===== config.mk =====
export PLATFORM = sky130hd
export DESIGN_NAME = bitpacker_flat
export DESIGN_NICKNAME = d
export VERILOG_FILES = /design/src/rtl/bitpacker_pkg.sv /design/src/rtl/bitpacker_if.sv /design/src/rtl/bitpacker.sv /design/src/flat_wrapper.sv
export SDC_FILE = /design/constraint.sdc
export NUM_CORES = 1
export LEC_CHECK = 0
export ABC_AREA = 1
export BUFFER_PORTS_ARGS = -buffer_cell sky130_fd_sc_hd__clkbuf_2
export CAP_MARGIN = 20
export CELL_PAD_IN_SITES_DETAIL_PLACEMENT = 1
export CELL_PAD_IN_SITES_GLOBAL_PLACEMENT = 1
export CORE_MARGIN = 4
export CORE_UTILIZATION = 46
export DETAILED_ROUTE_END_ITERATION = 10
export GPL_TIMING_DRIVEN = 0
export PLACE_DENSITY_LB_ADDON = 0.12
export SYNTH_ARGS = -nofsm -noshare
export SYNTH_HDL_FRONTEND = slang
export SYNTH_SLANG_ARGS = --single-unit

===== constraint.sdc =====
create_clock -name clock -period 6.33 [get_ports clock]
set_input_delay 1.266 -clock clock [delete_from_list [all_inputs] [get_ports clock]]
set_output_delay 1.266 -clock clock [all_outputs]
set_load 0.01 [all_outputs]

===== src/rtl/bitpacker_pkg.sv =====
// Shared widths, types and field-length helpers for the bit packer.
package bitpacker_pkg;

  localparam int unsigned WORD_W = 32;
  localparam int unsigned LEN_W  = 6;
  localparam int unsigned FILL_W = 5;
  localparam int unsigned ACC_W  = 63;

  typedef logic [WORD_W-1:0] word_t;
  typedef logic [LEN_W-1:0]  len_t;
  typedef logic [FILL_W-1:0] fill_t;

  // Lengths above one word are treated as a full word.
  function automatic len_t sat_len(input len_t len);
    return (len > len_t'(WORD_W)) ? len_t'(WORD_W) : len;
  endfunction

  // Mask of the low 'len' bits; 'len' must already be saturated.
  function automatic word_t len_mask(input len_t len);
    if (len >= len_t'(WORD_W))
      return '1;
    else
      return (word_t'(1) << len[FILL_W-1:0]) - word_t'(1);
  endfunction

endpackage


===== src/rtl/bitpacker_if.sv =====
// Field-in / word-out signal bundle of the bit packer.
interface bitpacker_if
  import bitpacker_pkg::*;
  ();

  logic  data_in_valid;
  word_t data_in;
  len_t  input_length;
  logic  data_out_valid;
  word_t data_out;

  modport master (
    output data_in_valid,
    output data_in,
    output input_length,
    input  data_out_valid,
    input  data_out
  );

  modport slave (
    input  data_in_valid,
    input  data_in,
    input  input_length,
    output data_out_valid,
    output data_out
  );

endinterface


===== src/rtl/bitpacker.sv =====
// LSB-first packer: concatenates 0..32-bit fields into 32-bit words.
module bitpacker
  import bitpacker_pkg::*;
  (
    input logic        clock,
    input logic        nreset,
    bitpacker_if.slave bus
  );

  logic [ACC_W-1:0] acc;
  fill_t            fill;
  len_t             len_eff;
  word_t            masked;
  logic [ACC_W-1:0] merged;
  len_t             sum;

  // Merge the masked field above the pending bits; the sum never exceeds 63.
  always_comb begin
    len_eff = sat_len(bus.input_length);
    masked  = bus.data_in & len_mask(len_eff);
    merged  = acc | ({{(ACC_W-WORD_W){1'b0}}, masked} << fill);
    sum     = {1'b0, fill} + len_eff;
  end

  // Accumulator, fill count and registered word output.
  always_ff @(posedge clock or negedge nreset) begin
    if (!nreset) begin
      acc                <= '0;
      fill               <= '0;
      bus.data_out       <= '0;
      bus.data_out_valid <= 1'b0;
    end else begin
      bus.data_out_valid <= 1'b0;
      if (bus.data_in_valid) begin
        // Low five bits of the sum equal sum-32 whenever a word completes.
        fill <= sum[FILL_W-1:0];
        if (sum[FILL_W]) begin
          bus.data_out       <= merged[WORD_W-1:0];
          bus.data_out_valid <= 1'b1;
          acc                <= merged >> WORD_W;
        end else begin
          acc <= merged;
        end
      end
    end
  end

endmodule


===== src/flat_wrapper.sv =====
// flat-port wrapper written by rule: the top's interface ports become plain ports
module bitpacker_flat import bitpacker_pkg::*;
  (clock, nreset, bus_data_in_valid, bus_data_in, bus_input_length, bus_data_out_valid, bus_data_out);
  bitpacker_if bus_i ();
  input logic clock;
  input logic nreset;
  input wire logic [$bits(bus_i.data_in_valid)-1:0] bus_data_in_valid;
  input wire logic [$bits(bus_i.data_in)-1:0] bus_data_in;
  input wire logic [$bits(bus_i.input_length)-1:0] bus_input_length;
  output wire logic [$bits(bus_i.data_out_valid)-1:0] bus_data_out_valid;
  output wire logic [$bits(bus_i.data_out)-1:0] bus_data_out;
  assign bus_i.data_in_valid = bus_data_in_valid;
  assign bus_i.data_in = bus_data_in;
  assign bus_i.input_length = bus_input_length;
  assign bus_data_out_valid = bus_i.data_out_valid;
  assign bus_data_out = bus_i.data_out;
  bitpacker u_core (.clock(clock), .nreset(nreset), .bus(bus_i));
endmodule

# Yosys cells after proc, flatten, opt, wreduce, memory -nomap -nowiden

Index checks and enable logic that the tools add are counted.

Bits in latches: 0
Output and inout bits: 33
Input port bits: 41
Word-level logic and storage cells: 18
Memory bits (read-only): 0
Memory bits (writable): 0
Memories kept: 0
Register bits: 101

Multiplexer cells: 5
Bitwise operators: 2
Multiply operators: 0
$add $sub $neg: 2
Reduce and logical (&&, ||, !) cells: 1
Eq/ne operators: 0
Shift operators: 2
$lt $le $gt $ge: 2
Divide/modulo/power cells: 0

Operator list:

| operator                                                 | number |
|---|---|
| two-way mux 63 bit                                       | 1 |
| OR 63 bit                                                | 1 |
| << shifter 32 x 5 -> 63 bit                              | 1 |
| AND 32 bit                                               | 1 |
| two-way mux 32 bit                                       | 1 |
| << shifter 1 x 5 -> 32 bit, first input constant         | 1 |
| subtractor 32 x 1 -> 32 bit, second input constant       | 1 |
| adder 5 x 6 -> 6 bit                                     | 1 |
| greater-or-equal comparator 6 bit, second input constant | 1 |
| > comparator 6 bit, second input constant                | 1 |
| two-way mux 6 bit                                        | 1 |
| two-way mux 1 bit                                        | 2 |
| AND reduction 2 bit                                      | 1 |

# Longest topological paths before layout

Word-level depth: 9
Mapped depth: 26
Mapped depth without buffers: 25

# Least setup slack after synthesis

OpenSTA, ideal clock, no wires.

Path type: in2reg
Start: in bus_input_length[5]
End: reg u_core.acc[1]
Data arrival time: 3.440 ns
Path buffers: 2
Stages: 25
Setup time: 0.121 ns
Setup slack: 2.769 ns
Required time: 6.209 ns
Cells stage by stage: buf_6 > nor2_1 > buf_4 > nor2_1 > nand2_1 > nor2_1 > inv_1 > ha_1 > nand2_2 > nor2_2 > nand2_2 > nor2_1 > nand2_1 > nand2_1 > nand3_1 > nand3_1 > nand3_1 > nand2_1 > nand2_1 > nand2_1 > nand2_1 > nand3_1 > nand2_1 > nand2_1 > nand2_1

Longest elaborated chain between the ends: 9
Elaborated cells on any way between the ends: 11
Classes of those cells: add/sub: 2; order compare: 2; shift: 2; mux: 3; bitwise: 2

RTL lines:

| item                        | RTL line            | RTL |
|---|---|---|
| start, declared             | flat_wrapper.sv:9   | `input wire logic [$bits(bus_i.input_length)-1:0] bus_input_length;` |
| > comparator 6 bit          | bitpacker_pkg.sv:15 | `return (len > len_t'(WORD_W)) ? len_t'(WORD_W) : len;` |
| two-way mux 6 bit *         | bitpacker_pkg.sv:15 |  |
| << shifter 1 x 5 -> 32 bit  | bitpacker_pkg.sv:23 | `return (word_t'(1) << len[FILL_W-1:0]) - word_t'(1);` |
| subtractor 32 x 1 -> 32 bit | bitpacker_pkg.sv:23 |  |
| two-way mux 32 bit          | bitpacker_pkg.sv:20 | `if (len >= len_t'(WORD_W))` |
| AND 32 bit                  | bitpacker.sv:20     | `masked = bus.data_in & len_mask(len_eff);` |
| << shifter 32 x 5 -> 63 bit | bitpacker.sv:21     | `merged = acc \| ({{(ACC_W-WORD_W){1'b0}}, masked} << fill);` |
| OR 63 bit                   | bitpacker.sv:21     |  |
| two-way mux 63 bit *        | bitpacker.sv:37     | `if (sum[FILL_W]) begin` |
| end signal, assigned        | bitpacker.sv:40     | `acc <= merged >> WORD_W;` |
| end signal, assigned        | bitpacker.sv:42     | `acc <= merged;` |
| end, declared               | bitpacker.sv:10     | `logic [ACC_W-1:0] acc;` |

Every way passes the cells marked *; elsewhere a longest branch is shown, timed or not.
A chain may end at the register's enable or synchronous reset.

# Worst setup path after layout

Start: in bus_input_length[2]
End: reg u_core.acc[21]

The elaborated chain is that of the path after synthesis.

==> results.json <==
{
  "slowest_stage": "o21ai_0",
  "chipHeight_um": 139,
  "final_max_slew_viol_count": 0,
  "final_area_sq_um": 8800,
  "totalWireLength_um": 34600,
  "total_power_mw": 4.68,
  "synthFlopType": "dfrtp_1",
  "routed.top_layer": "met4",
  "clock_path_buffers": 2,
  "path_class": "in -> reg",
  "num-nets-final": 1372,
  "yosys.area.top_type_share": 0.322,
  "yosysMostFrequentCell": "nand2_1",
  "cts_resized": 0,
  "final_cells": 1550,
  "r2r-start": "u_core.fill[0]",
  "min_period_ps": 4340,
  "avgSynthCellArea_sq_um": 6.33,
  "placed_cell_area_sq_um": 8520,
  "ys_top_cells_by_count": "nand2_1, nand3_1, inv_1",
  "ios": 74,
  "grt_first_pass_wirelength_um": 54100,
  "fin_util": 0.529,
  "relSlewSlack": 0.363,
  "route.detailed.drc": 0,
  "met1Wirelength_um": 15300,
  "worst_ep_required_time_ps": 6580,
  "synthTopCellsByArea": "dfrtp_1, nand3_1, nand2_1, inv_1, o21ai_0",
  "clk_pin_slew_ps": 70,
  "routed_via_density": 6.12,
  "wl_met2_um": 15500,
  "wire_per_inst_um": 22.3,
  "crit_path_start_kind": "input port",
  "syn_area_sq_um": 7860,
  "cts-root-buf": "clkbuf_16",
  "overflow": 0,
  "first_pass_iters": 7,
  "async_flop_share": 1.00,
  "power.leakage_nw": 4.79,
  "clock_sinks": 101,
  "antenna_cells": 0,
  "die_area_sq_um": 19200,
  "cts_tree": "yes",
  "synth_top_area_cell": "dfrtp_1",
  "first_iter_violations": 1083,
  "grt_usage": 0.358,
  "ir_drop_uv": 225,
  "cp_num_buf_inv": 6,
  "area_growth_pct": 12.0,
  "fmax_mhz": 230,
  "ys_seq_area_frac": 0.322,
  "pwr_density_cell_nw_per_um2": 531,
  "die_x_um": 139,
  "syn_nets": 1289,
  "setup_tns_ps": 0,
  "crit_family": "simple AND/OR/NAND/NOR gates",
  "yosys.cell_types.count": 43,
  "start_util": 0.472,
  "ant_nets": 0,
  "crit_chain": "clkbuf_2 -> inv_1 -> nor2_1 -> buf_4 -> nor2_1 -> nand2_1 -> nor2_1 -> inv_1 -> ha_1 -> nand2_2 -> nand2_1 -> o21ai_1 -> inv_1 -> o21ai_0 -> nand2_1 -> nand3_1 -> nand2_1 -> nand2_1 -> o21ai_1 -> inv_1 -> nand2_1 -> a21oi_1 -> nand2_1",
  "cp.arrival_ps": 4580,
  "cts.hold.buffers_added": 0,
  "dp.cells": 1534,
  "dp.final_hpwl_um": 27500,
  "synth_enable_flop_cells": 0,
  "core.rowCount": 47,
  "hold_path.class": "reg -> reg",
  "io_buffers": 71,
  "outcome": "completed",
  "yosys_warnings": 0,
  "synth_seq_cells": 101,
  "end_kind": "flop",
  "antenna_found_initial": 0,
  "rsz0062_at_grt": "no",
  "cp-startpoint": "bus_input_length[2]",
  "crit_fanout": 10,
  "post_cts_buffers": 0,
  "routabilityCongestion": 0.973,
  "setup_violations": 0,
  "worst_pin_slew_ps": 951,
  "hold_viol": 0,
  "num_vias": 9484,
  "cts_made_buffers": 9,
  "syn_inst": 1242,
  "dr_wl_met3_um": 2900,
  "grt_max_degree": 56,
  "finClkSkew_ps": 5.54,
  "cpMostUsedCell": "nand2_1",
  "maxCapViolations": 0,
  "core_area_sq_um": 16600,
  "clk_latency_ps": 360,
  "slowest_delay_ps": 280,
  "grt_pass1_vias": 9465,
  "htree_levels": 3,
  "layout-drive-gt1-share": 0.112,
  "hold_start": "u_core.bus.data_out[0]",
  "fin_crit_sh": 0.685
}
-- per-stage QoR --
step	worst slack [ps]	hold slack, ps
detailed placement	1800	461
global route	1740	502
floorplan	2770	459
finish	1990	472
CTS	2150	479
global placement	1890	454
-- registers in the layout, indices dropped and copies added, names as in the netlist --
| name | count |
|---|---|
| u_core.fill | 5 |
| u_core.bus.data_out_valid | 1 |
| u_core.acc | 63 |
| u_core.bus.data_out | 32 |
-- final cells by class --
cell class | instances | area, sq um
tap | 220 | 275
fill | 2360 | 7840
buffer | 73 | 335
timing repair buffer | 72 | 385
clock inverter | 7 | 57.6
inverter | 113 | 432
clock buffer | 9 | 225
sequential | 101 | 2530
multi-input combinational | 955 | 4570
-- cells by family (layout without fill, tap and decap cells) --
| group | after synthesis | after routing | share of synthesized area |
|---|---|---|---|
| AO/OA/AOI/OAI | 139 | 139 | 0.104 |
| XOR/XNOR | 5 | 5 | 0.00557 |
| flip-flops | 101 | 101 | 0.322 |
| multiplexers | 1 | 1 | 0.00127 |
| adder cells (fa/ha/maj) | 6 | 6 | 0.0105 |
| buffers and inverters | 186 | 274 | 0.0976 |
| AND/OR/NAND/NOR | 804 | 804 | 0.460 |
-- where the power goes --
part           internal, mW  leakage (nW)  switching, mW  total, mW
sequential            0.918          1.29          0.145       1.06
clock                 0.273         0.134          0.277      0.550
combinational         0.846          3.37           2.22       3.06
-- tightest hold or removal path, cell delays in order (launching register included) --
cell     delay (ps)
dfrtp_1         340
nand2_1          50
nand2_1          50
-- placed cells by master, fill, tap and decap left out, drive strengths merged --
cell type and count:
a22oi 4, xor2 4, mux2i 1, o21bai 12
dfrtp 101, fa 1, nand3b 2, a2bb2oi 1
nand3 323, a21o 1, clkinv 5, a21oi 33
nor2 71, o211ai 8, nand2 369, o211a 2
inv 113, o2111ai 1, a21boi 6, clkbuf 109
nand4 32, nor3 5, xnor2 1, buf 45
ha 5, o21ai 60, a31oi 8, clkinvlp 2
o21a 3, or2 2
-- per-layer routing --
| metal | track usage | vias to the layer above |
|---|---|---|
| met5 | 0 | - |
| met4 | 0.102 | 0 |
| met3 | 0.0693 | 80 |
| met2 | 0.552 | 450 |
| met1 | 0.514 | 4644 |
| li1 | - | 4310 |
-- final timing paths --
check	to	slack, ps	cells after the start
worst min-delay path	u_core.bus.data_out[0]	470	2
min in group asynchronous	u_core.bus.data_out[24]	1000	1
max in group asynchronous	u_core.acc[56]	4580	2
worst min register to register	u_core.bus.data_out[0]	470	2
worst max-delay path	u_core.acc[21]	1990	23
worst max register to register	u_core.acc[19]	3070	11
No activity file was read; power rests on OpenSTA's default activity.
